## src/rtl/dram_segment_loader_if.sv

```systemverilog
// DRAM read handshake (req/ack + valid) and packed-word write bus of the segment loader.
// The master modport is the loader side; the slave modport is the DRAM/target-memory side.
interface dram_segment_loader_if #(
  parameter int N_SEG           = 4,
  parameter int DRAM_ADDR_WIDTH = 18,
  parameter int DRAM_DATA_WIDTH = 32,
  parameter int MAX_BEATS       = 4,
  parameter int WR_ADDR_WIDTH   = 16
);
  localparam int SEG_W = (N_SEG > 1) ? $clog2(N_SEG) : 1;

  logic                                 rd_req_o;
  logic [DRAM_ADDR_WIDTH-1:0]           rd_addr_o;
  logic                                 rd_ack_i;
  logic                                 rd_valid_i;
  logic [DRAM_DATA_WIDTH-1:0]           rd_data_i;
  logic                                 wr_en_o;
  logic [SEG_W-1:0]                     wr_seg_o;
  logic [WR_ADDR_WIDTH-1:0]             wr_addr_o;
  logic [MAX_BEATS*DRAM_DATA_WIDTH-1:0] wr_data_o;

  modport master (
    output rd_req_o, rd_addr_o,
    input  rd_ack_i, rd_valid_i, rd_data_i,
    output wr_en_o, wr_seg_o, wr_addr_o, wr_data_o
  );

  modport slave (
    input  rd_req_o, rd_addr_o,
    output rd_ack_i, rd_valid_i, rd_data_i,
    input  wr_en_o, wr_seg_o, wr_addr_o, wr_data_o
  );
endinterface

```

## src/rtl/dram_segment_loader.sv

```systemverilog
// Walks N_SEG DRAM regions, packs 1..MAX_BEATS beats per word and writes them out; one read in flight,
// stalls on rd_ack_i/rd_valid_i, 2*beats+1 cycles per word at best. DSL_STALL_CNT_EN adds stall_cnt_o.
module dram_segment_loader #(
  parameter int N_SEG           = 4,
  parameter int DRAM_ADDR_WIDTH = 18,
  parameter int DRAM_DATA_WIDTH = 32,
  parameter int MAX_BEATS       = 4,
  parameter int BEAT_CNT_WIDTH  = 3,
  parameter int WR_ADDR_WIDTH   = 16
) (
  input  logic                                clk_i,
  input  logic                                general_rst_ni,
  input  logic                                start_i,
  input  logic [N_SEG*DRAM_ADDR_WIDTH-1:0]    seg_start_addr_i,
  input  logic [N_SEG*DRAM_ADDR_WIDTH-1:0]    seg_finish_addr_i,
  input  logic [N_SEG*BEAT_CNT_WIDTH-1:0]     seg_beats_i,
  dram_segment_loader_if.master               bus,
  output logic [N_SEG-1:0]                    seg_ready_o,
  output logic                                busy_o,
  output logic [2:0]                          state_o
`ifdef DSL_STALL_CNT_EN
  ,
  output logic [31:0]                         stall_cnt_o
`endif
);
  localparam int AW     = DRAM_ADDR_WIDTH;
  localparam int DW     = DRAM_DATA_WIDTH;
  localparam int BW     = BEAT_CNT_WIDTH;
  localparam int SEG_W  = (N_SEG > 1) ? $clog2(N_SEG) : 1;
  localparam int SLOT_W = (MAX_BEATS > 1) ? $clog2(MAX_BEATS) : 1;

  localparam logic [2:0] S_IDLE     = 3'd0;
  localparam logic [2:0] S_SEG_INIT = 3'd1;
  localparam logic [2:0] S_REQ      = 3'd2;
  localparam logic [2:0] S_WAIT     = 3'd3;
  localparam logic [2:0] S_WRITE    = 3'd4;
  localparam logic [2:0] S_NEXT     = 3'd5;
  localparam logic [2:0] S_DONE     = 3'd6;

  logic [2:0]                   state_q, state_d;
  logic [SEG_W-1:0]             seg_q, seg_d;
  logic [AW-1:0]                rd_addr_q, rd_addr_d;
  logic [AW-1:0]                fin_q, fin_d;
  logic [WR_ADDR_WIDTH-1:0]     wr_addr_q, wr_addr_d;
  logic [BW-1:0]                beat_q, beat_d;
  logic [BW-1:0]                nbeats_q, nbeats_d;
  logic [MAX_BEATS-1:0][DW-1:0] pack_q, pack_d;
  logic [N_SEG-1:0]             ready_q, ready_d;

  logic [AW-1:0] cfg_start, cfg_fin;
  logic [BW-1:0] cfg_raw, cfg_beats;
  logic          start_acc, last_beat, at_fin, wr_full;

  assign cfg_start = seg_start_addr_i[seg_q*AW +: AW];
  assign cfg_fin   = seg_finish_addr_i[seg_q*AW +: AW];
  assign cfg_raw   = seg_beats_i[seg_q*BW +: BW];

  // A zero beat count still moves one beat per word; oversize counts clamp to the word width.
  always_comb begin
    cfg_beats = cfg_raw;
    if (cfg_raw == '0) begin
      cfg_beats = BW'(1);
    end else if (cfg_raw > BW'(MAX_BEATS)) begin
      cfg_beats = BW'(MAX_BEATS);
    end
  end

  assign start_acc = ((state_q == S_IDLE) || (state_q == S_DONE)) && start_i;
  assign last_beat = (beat_q == nbeats_q - BW'(1));
  assign at_fin    = (rd_addr_q == fin_q);
  assign wr_full   = &wr_addr_q;

  always_comb begin
    state_d   = state_q;
    seg_d     = seg_q;
    rd_addr_d = rd_addr_q;
    fin_d     = fin_q;
    wr_addr_d = wr_addr_q;
    beat_d    = beat_q;
    nbeats_d  = nbeats_q;
    pack_d    = pack_q;
    ready_d   = ready_q;
    case (state_q)
      S_IDLE, S_DONE: begin
        if (start_acc) begin
          seg_d   = '0;
          ready_d = '0;
          state_d = S_SEG_INIT;
        end
      end
      S_SEG_INIT: begin
        rd_addr_d = cfg_start;
        fin_d     = cfg_fin;
        nbeats_d  = cfg_beats;
        wr_addr_d = '0;
        beat_d    = '0;
        pack_d    = '0;
        if (cfg_start > cfg_fin) begin
          ready_d[seg_q] = 1'b1;
          state_d        = S_NEXT;
        end else begin
          state_d = S_REQ;
        end
      end
      S_REQ: begin
        if (bus.rd_ack_i) state_d = S_WAIT;
      end
      S_WAIT: begin
        if (bus.rd_valid_i) begin
          pack_d[beat_q[SLOT_W-1:0]] = bus.rd_data_i;
          beat_d = beat_q + BW'(1);
          if (last_beat || at_fin) begin
            state_d = S_WRITE;
          end else begin
            rd_addr_d = rd_addr_q + AW'(1);
            state_d   = S_REQ;
          end
        end
      end
      S_WRITE: begin
        // wr_addr saturating at all-ones ends the segment even if DRAM words remain.
        if (at_fin || wr_full) begin
          ready_d[seg_q] = 1'b1;
          state_d        = S_NEXT;
        end else begin
          wr_addr_d = wr_addr_q + WR_ADDR_WIDTH'(1);
          rd_addr_d = rd_addr_q + AW'(1);
          beat_d    = '0;
          pack_d    = '0;
          state_d   = S_REQ;
        end
      end
      S_NEXT: begin
        if (seg_q == SEG_W'(N_SEG - 1)) begin
          state_d = S_DONE;
        end else begin
          seg_d   = seg_q + SEG_W'(1);
          state_d = S_SEG_INIT;
        end
      end
      default: state_d = S_IDLE;
    endcase
  end

  always_ff @(posedge clk_i) begin
    if (!general_rst_ni) begin
      state_q   <= S_IDLE;
      seg_q     <= '0;
      rd_addr_q <= '0;
      fin_q     <= '0;
      wr_addr_q <= '0;
      beat_q    <= '0;
      nbeats_q  <= '0;
      pack_q    <= '0;
      ready_q   <= '0;
    end else begin
      state_q   <= state_d;
      seg_q     <= seg_d;
      rd_addr_q <= rd_addr_d;
      fin_q     <= fin_d;
      wr_addr_q <= wr_addr_d;
      beat_q    <= beat_d;
      nbeats_q  <= nbeats_d;
      pack_q    <= pack_d;
      ready_q   <= ready_d;
    end
  end

  assign bus.rd_req_o  = (state_q == S_REQ);
  assign bus.rd_addr_o = rd_addr_q;
  assign bus.wr_en_o   = (state_q == S_WRITE);
  assign bus.wr_seg_o  = seg_q;
  assign bus.wr_addr_o = wr_addr_q;
  assign bus.wr_data_o = pack_q;
  assign seg_ready_o   = ready_q;
  assign busy_o        = (state_q != S_IDLE) && (state_q != S_DONE);
  assign state_o       = state_q;

`ifdef DSL_STALL_CNT_EN
  logic [31:0] stall_q;

  always_ff @(posedge clk_i) begin
    if (!general_rst_ni) begin
      stall_q <= '0;
    end else if (start_acc) begin
      stall_q <= '0;
    end else if ((((state_q == S_REQ) && !bus.rd_ack_i) ||
                  ((state_q == S_WAIT) && !bus.rd_valid_i)) && (stall_q != '1)) begin
      stall_q <= stall_q + 32'd1;
    end
  end

  assign stall_cnt_o = stall_q;
`endif
endmodule
```

## src/flat_wrapper.sv

```systemverilog
// flat-port wrapper written by rule: the top's interface ports become plain ports
module dram_segment_loader_flat 
#(
  parameter int N_SEG           = 4,
  parameter int DRAM_ADDR_WIDTH = 18,
  parameter int DRAM_DATA_WIDTH = 32,
  parameter int MAX_BEATS       = 4,
  parameter int BEAT_CNT_WIDTH  = 3,
  parameter int WR_ADDR_WIDTH   = 16
)
  (clk_i, general_rst_ni, start_i, seg_start_addr_i, seg_finish_addr_i, seg_beats_i, seg_ready_o, busy_o, state_o, bus_rd_req_o, bus_rd_addr_o, bus_rd_ack_i, bus_rd_valid_i, bus_rd_data_i, bus_wr_en_o, bus_wr_seg_o, bus_wr_addr_o, bus_wr_data_o);
  dram_segment_loader_if #(.N_SEG(N_SEG), .DRAM_ADDR_WIDTH(DRAM_ADDR_WIDTH), .DRAM_DATA_WIDTH(DRAM_DATA_WIDTH), .MAX_BEATS(MAX_BEATS), .WR_ADDR_WIDTH(WR_ADDR_WIDTH)) bus_i ();
  input  logic clk_i;
  input  logic general_rst_ni;
  input  logic start_i;
  input  logic [N_SEG*DRAM_ADDR_WIDTH-1:0] seg_start_addr_i;
  input  logic [N_SEG*DRAM_ADDR_WIDTH-1:0] seg_finish_addr_i;
  input  logic [N_SEG*BEAT_CNT_WIDTH-1:0] seg_beats_i;
  output logic [N_SEG-1:0] seg_ready_o;
  output logic busy_o;
  output logic [2:0] state_o;
  output wire logic [$bits(bus_i.rd_req_o)-1:0] bus_rd_req_o;
  output wire logic [$bits(bus_i.rd_addr_o)-1:0] bus_rd_addr_o;
  input wire logic [$bits(bus_i.rd_ack_i)-1:0] bus_rd_ack_i;
  input wire logic [$bits(bus_i.rd_valid_i)-1:0] bus_rd_valid_i;
  input wire logic [$bits(bus_i.rd_data_i)-1:0] bus_rd_data_i;
  output wire logic [$bits(bus_i.wr_en_o)-1:0] bus_wr_en_o;
  output wire logic [$bits(bus_i.wr_seg_o)-1:0] bus_wr_seg_o;
  output wire logic [$bits(bus_i.wr_addr_o)-1:0] bus_wr_addr_o;
  output wire logic [$bits(bus_i.wr_data_o)-1:0] bus_wr_data_o;
  assign bus_rd_req_o = bus_i.rd_req_o;
  assign bus_rd_addr_o = bus_i.rd_addr_o;
  assign bus_i.rd_ack_i = bus_rd_ack_i;
  assign bus_i.rd_valid_i = bus_rd_valid_i;
  assign bus_i.rd_data_i = bus_rd_data_i;
  assign bus_wr_en_o = bus_i.wr_en_o;
  assign bus_wr_seg_o = bus_i.wr_seg_o;
  assign bus_wr_addr_o = bus_i.wr_addr_o;
  assign bus_wr_data_o = bus_i.wr_data_o;
  dram_segment_loader #(.N_SEG(N_SEG), .DRAM_ADDR_WIDTH(DRAM_ADDR_WIDTH), .DRAM_DATA_WIDTH(DRAM_DATA_WIDTH), .MAX_BEATS(MAX_BEATS), .BEAT_CNT_WIDTH(BEAT_CNT_WIDTH), .WR_ADDR_WIDTH(WR_ADDR_WIDTH)) u_core (.clk_i(clk_i), .general_rst_ni(general_rst_ni), .start_i(start_i), .seg_start_addr_i(seg_start_addr_i), .seg_finish_addr_i(seg_finish_addr_i), .seg_beats_i(seg_beats_i), .bus(bus_i), .seg_ready_o(seg_ready_o), .busy_o(busy_o), .state_o(state_o));
endmodule
```

## config.mk

```make
export PLATFORM = sky130hd
export DESIGN_NAME = dram_segment_loader_flat
export DESIGN_NICKNAME = d
export VERILOG_FILES = /design/src/rtl/dram_segment_loader_if.sv /design/src/rtl/dram_segment_loader.sv /design/src/flat_wrapper.sv
export SDC_FILE = /design/constraint.sdc
export NUM_CORES = 1
export LEC_CHECK = 0
export CORE_ASPECT_RATIO = 0.6
export CORE_MARGIN = 4
export CORE_UTILIZATION = 41
export DETAILED_ROUTE_END_ITERATION = 8
export GPL_TIMING_DRIVEN = 0
export PLACE_DENSITY = 0.78
export SYNTH_ARGS = -nofsm -noshare
export SYNTH_HDL_FRONTEND = slang
export SYNTH_SLANG_ARGS = --single-unit
```

## constraint.sdc

```tcl
create_clock -name clk_i -period 3.4 [get_ports clk_i]
set_input_delay 0.68 -clock clk_i [delete_from_list [all_inputs] [get_ports clk_i]]
set_output_delay 0.68 -clock clk_i [all_outputs]
set_load 0.02 [all_outputs]
```

==> qor.yml, run 1 <==
status: "finished clean"
cts_max_level: 4
ys_types: 66
fmax_mhz: 300
drive_gt1_share_pct: 11.4
tightest_slew_ns: 1.28
drt_iter0_markers: 1009
num-nets-final: 1688
setup-tns-final_ns: 0
antenna_left: 0
synth-seq-cells: 195
relSlewSlack_pct: 13.8
start_util_pct: 42.2
p_int_w: 0.00469
synth_compound_area_share_pct: 21.5
synth_edf_count: 0
ys.flop_type: "dfxtp_1"
dp_slack_ns: -0.670
crit_type: "flop to flop"
hold-worst-slack_ns: 0.471
fp.coreArea_um2: 23300
drv_slew: 0
diodes: 0
grt_pass1_wl_um: 60200
yosys_warnings: 0
path_cells: "buf_12, buf_12, buf_12, mux4_2, inv_2, ha_4, nand4_1, nor3_2, or4_4, a221oi_4, nor3_4, or2_1"
slowest_stage: "mux4_2"
cts.reportedPaths.clkPinSlew_ns: 0.07
regToRegStartpoint: "u_core.bus.wr_seg_o[0]"
dp_cells: 1744
pin_count: 367
hold_path.class: "flop to flop"
die_y_um: 128
netSwitchingFraction_pct: 41.2
post-route-period-util_pct: 97.9
critPathBufInv: 4
end_kind: "flop"
dr_total_vias: 10734
busiest_layer: "met1"
fillers: 1952
port_buffers: 365
clk_latency_ns: 0.44
register_area_um2: 3910
synthMuxAreaShare_pct: 9.01
cts_buffers: 17
setup_violations: 0
synth_top_family_by_area: "compound AO/OA/AOI/OAI gates"
globalRouteMet2Util_pct: 40.0
cp_common_cell: "buf_12"
grt_util_met3_pct: 10.5
die_area_um2: 26700
syn_area_per_cell_um2: 9.27
cts-root-buf: "clkbuf_16"
yosysSeqAreaShare_pct: 39.6
slowest_delay_ns: 0.61
syn_nets: 1286
cts_tree: "built"
grt_pass1_vias: 10281
die_x_um: 208
cp-startpoint: "u_core.bus.wr_seg_o[0]"
maxCapViolations: 0
grt_max_degree: 20
synthXorXnorAreaFrac_pct: 2.22
stdcell_count: 1794
postSynthCellCount: 1064
routedWlPerCell_um: 22.4
power.switching_w: 0.00329
min_period_ns: 3.33
irDropWorstVdd_mv: 0.368
antenna_found_initial: 0
overflow: 0
fin_ws_ns: 0.0702
drt-total-wl_um: 40200
clkPwrFrac_pct: 24.8
powerDensity_nw_per_um2: 540
hold_viol_final: 0
critical-path-top-delay-family: "simple AND/OR/NAND/NOR gates"
multi_input_area_um2: 5420
synth_area_um2: 9860
cts_sinks: 195
viasPerCell: 5.98
gp_congestion: 0.964
drt_pass1_iterations: 5
p_leak_nw: 5.36
cp-start-kind: "flop"
p_seq_share_pct: 33.9
cp_max_fo: 6
cp.arrival_ns: 3.66
hp-start: "u_core.fin_q[11]"
cp_data_required_time_ns: 3.73
num_rows: 43
synthAdderAreaFrac_pct: 3.68
route.detailed.drc: 0
combPwrFrac_pct: 41.3
track_usage_pct: 28.8
cts_buffer_depth: 2
hpwl_um: 31200
area_delta_synth_final_pct: 49.8
skew_ns: 0.0150
grt_use_met1_pct: 42.3
synthSimpleGateAreaFrac_pct: 17.9
synth_async_sr_flop_share_pct: 0
state kept, by name, summed over array words and instances, names as in the netlist:
name,cells
u_core.bus.wr_data_o,128
u_core.bus.rd_addr_o,18
u_core.fin_q,18
u_core.bus.wr_addr_o,16
u_core.seg_ready_o,4
u_core.beat_q,3
u_core.nbeats_q,3
u_core.state_o,3
u_core.bus.wr_seg_o,2
cell families (layout without fill, tap and decap cells):
group	Yosys count	after routing
multiplexers	40	40
buffers and inverters	128	543
AO/OA/AOI/OAI	271	271
flip-flops	195	195
XOR/XNOR	25	25
AND/OR/NAND/NOR	376	376
adder cells (fa/ha/maj)	29	29
power groups by stage:
stage	Clock [W]	Combinational [W]	Sequential (W)
after floorplan	0	0.00180	0.00282
after global placement	0	0.00310	0.00274
after detailed placement	0	0.00313	0.00274
after CTS	0.00199	0.00318	0.00269
after global routing	0.00210	0.00350	0.00273
final	0.00198	0.00330	0.00271
worst register-to-register path, cell delays in order (launching register included):
cell      delay (ns)
dfxtp_4         0.38
buf_12          0.13
buf_12          0.12
buf_12          0.12
mux4_2          0.61
inv_2           0.11
ha_4            0.20
nand4_1         0.18
nor3_2          0.07
or4_4           0.58
a221oi_4        0.37
nor3_4          0.11
or2_1           0.24
path summary, 6_finish.rpt:
kind | to | slack (ns) | depth (start not counted)
hold / removal | u_core.fin_q[11] | 0.47 | 2
setup reg to reg | u_core.state_o[0] | 0.07 | 12
hold reg to reg | u_core.fin_q[11] | 0.47 | 2
setup / recovery | u_core.state_o[0] | 0.07 | 12
repair_timing:
item,4_1_cts,5_1_grt
hold buffers,0,0
resized for setup,18,14
setup buffers,5,15
gates cloned,0,0
endpoints found under the setup margin,7,6
pin swaps,2,8
layout make-up:
class                      instances  share of cell area [%]
multi-input combinational        741                    36.7
tap                              315                    2.67
inverter                          34                   0.864
clock buffer                      19                    2.93
sequential                       195                    26.5
buffer                            92                    3.67
clock inverter                    13                   0.889
timing repair buffer             385                    25.8
cells in the mapped netlist (10+ instances only):
library cell  number  area, um^2
nand4_1           11        68.8
xor2_1            22         193
buf_2             20         100
a21oi_1           58         290
dfxtp_1          195        3900
o211ai_1          10        75.1
mux4_2            39         878
o31ai_1           16         120
nand3_1           24         120
a32oi_1          128        1120
buf_4             19         143
nor2_1           159         597
inv_1             34         128
nor3_1            11        55.1
nand2_1          108         405
ha_1              29         363
o22ai_1           11        68.8
clkbuf_1          51         191
per-stage QoR:
stage,utilization (%),power [W],cell area (um^2)
after CTS,62.5,0.00786,14600
after floorplan,-,0.00461,9880
final,63.3,0.00798,14800
after detailed placement,59.7,0.00587,13900
after global routing,63.3,0.00834,14800
after global placement,59.7,0.00583,13900
layout by cell type, fill, tap and decap left out, types with 15 or more instances in the layout:
| cell type | count |
|---|---|
| clkbuf_1 | 49 |
| mux4_2 | 39 |
| nand3_1 | 24 |
| inv_1 | 33 |
| nand2_1 | 108 |
| xor2_1 | 22 |
| clkbuf_16 | 17 |
| clkdlybuf4s50_1 | 365 |
| ha_1 | 27 |
| buf_2 | 15 |
| nor2_1 | 159 |
| buf_4 | 40 |
| a21oi_1 | 57 |
| o31ai_1 | 16 |
| dfxtp_1 | 193 |
| a32oi_1 | 128 |
metal layers:
layer	up-vias	share of wire, %
met5	-	0
met4	0	1.7
met3	54	13
met2	654	41
met1	5230	45
li1	4796	-
No activity file was read; power rests on OpenSTA's default activity.
==> run 2, diff against run 1 <==
- CTS_CLUSTER_SIZE: unset -> 20
- SLEW_MARGIN: unset -> 20
==> results of run 2 <==
No change in the layout: final DEF, timing and power equal those of run 1.
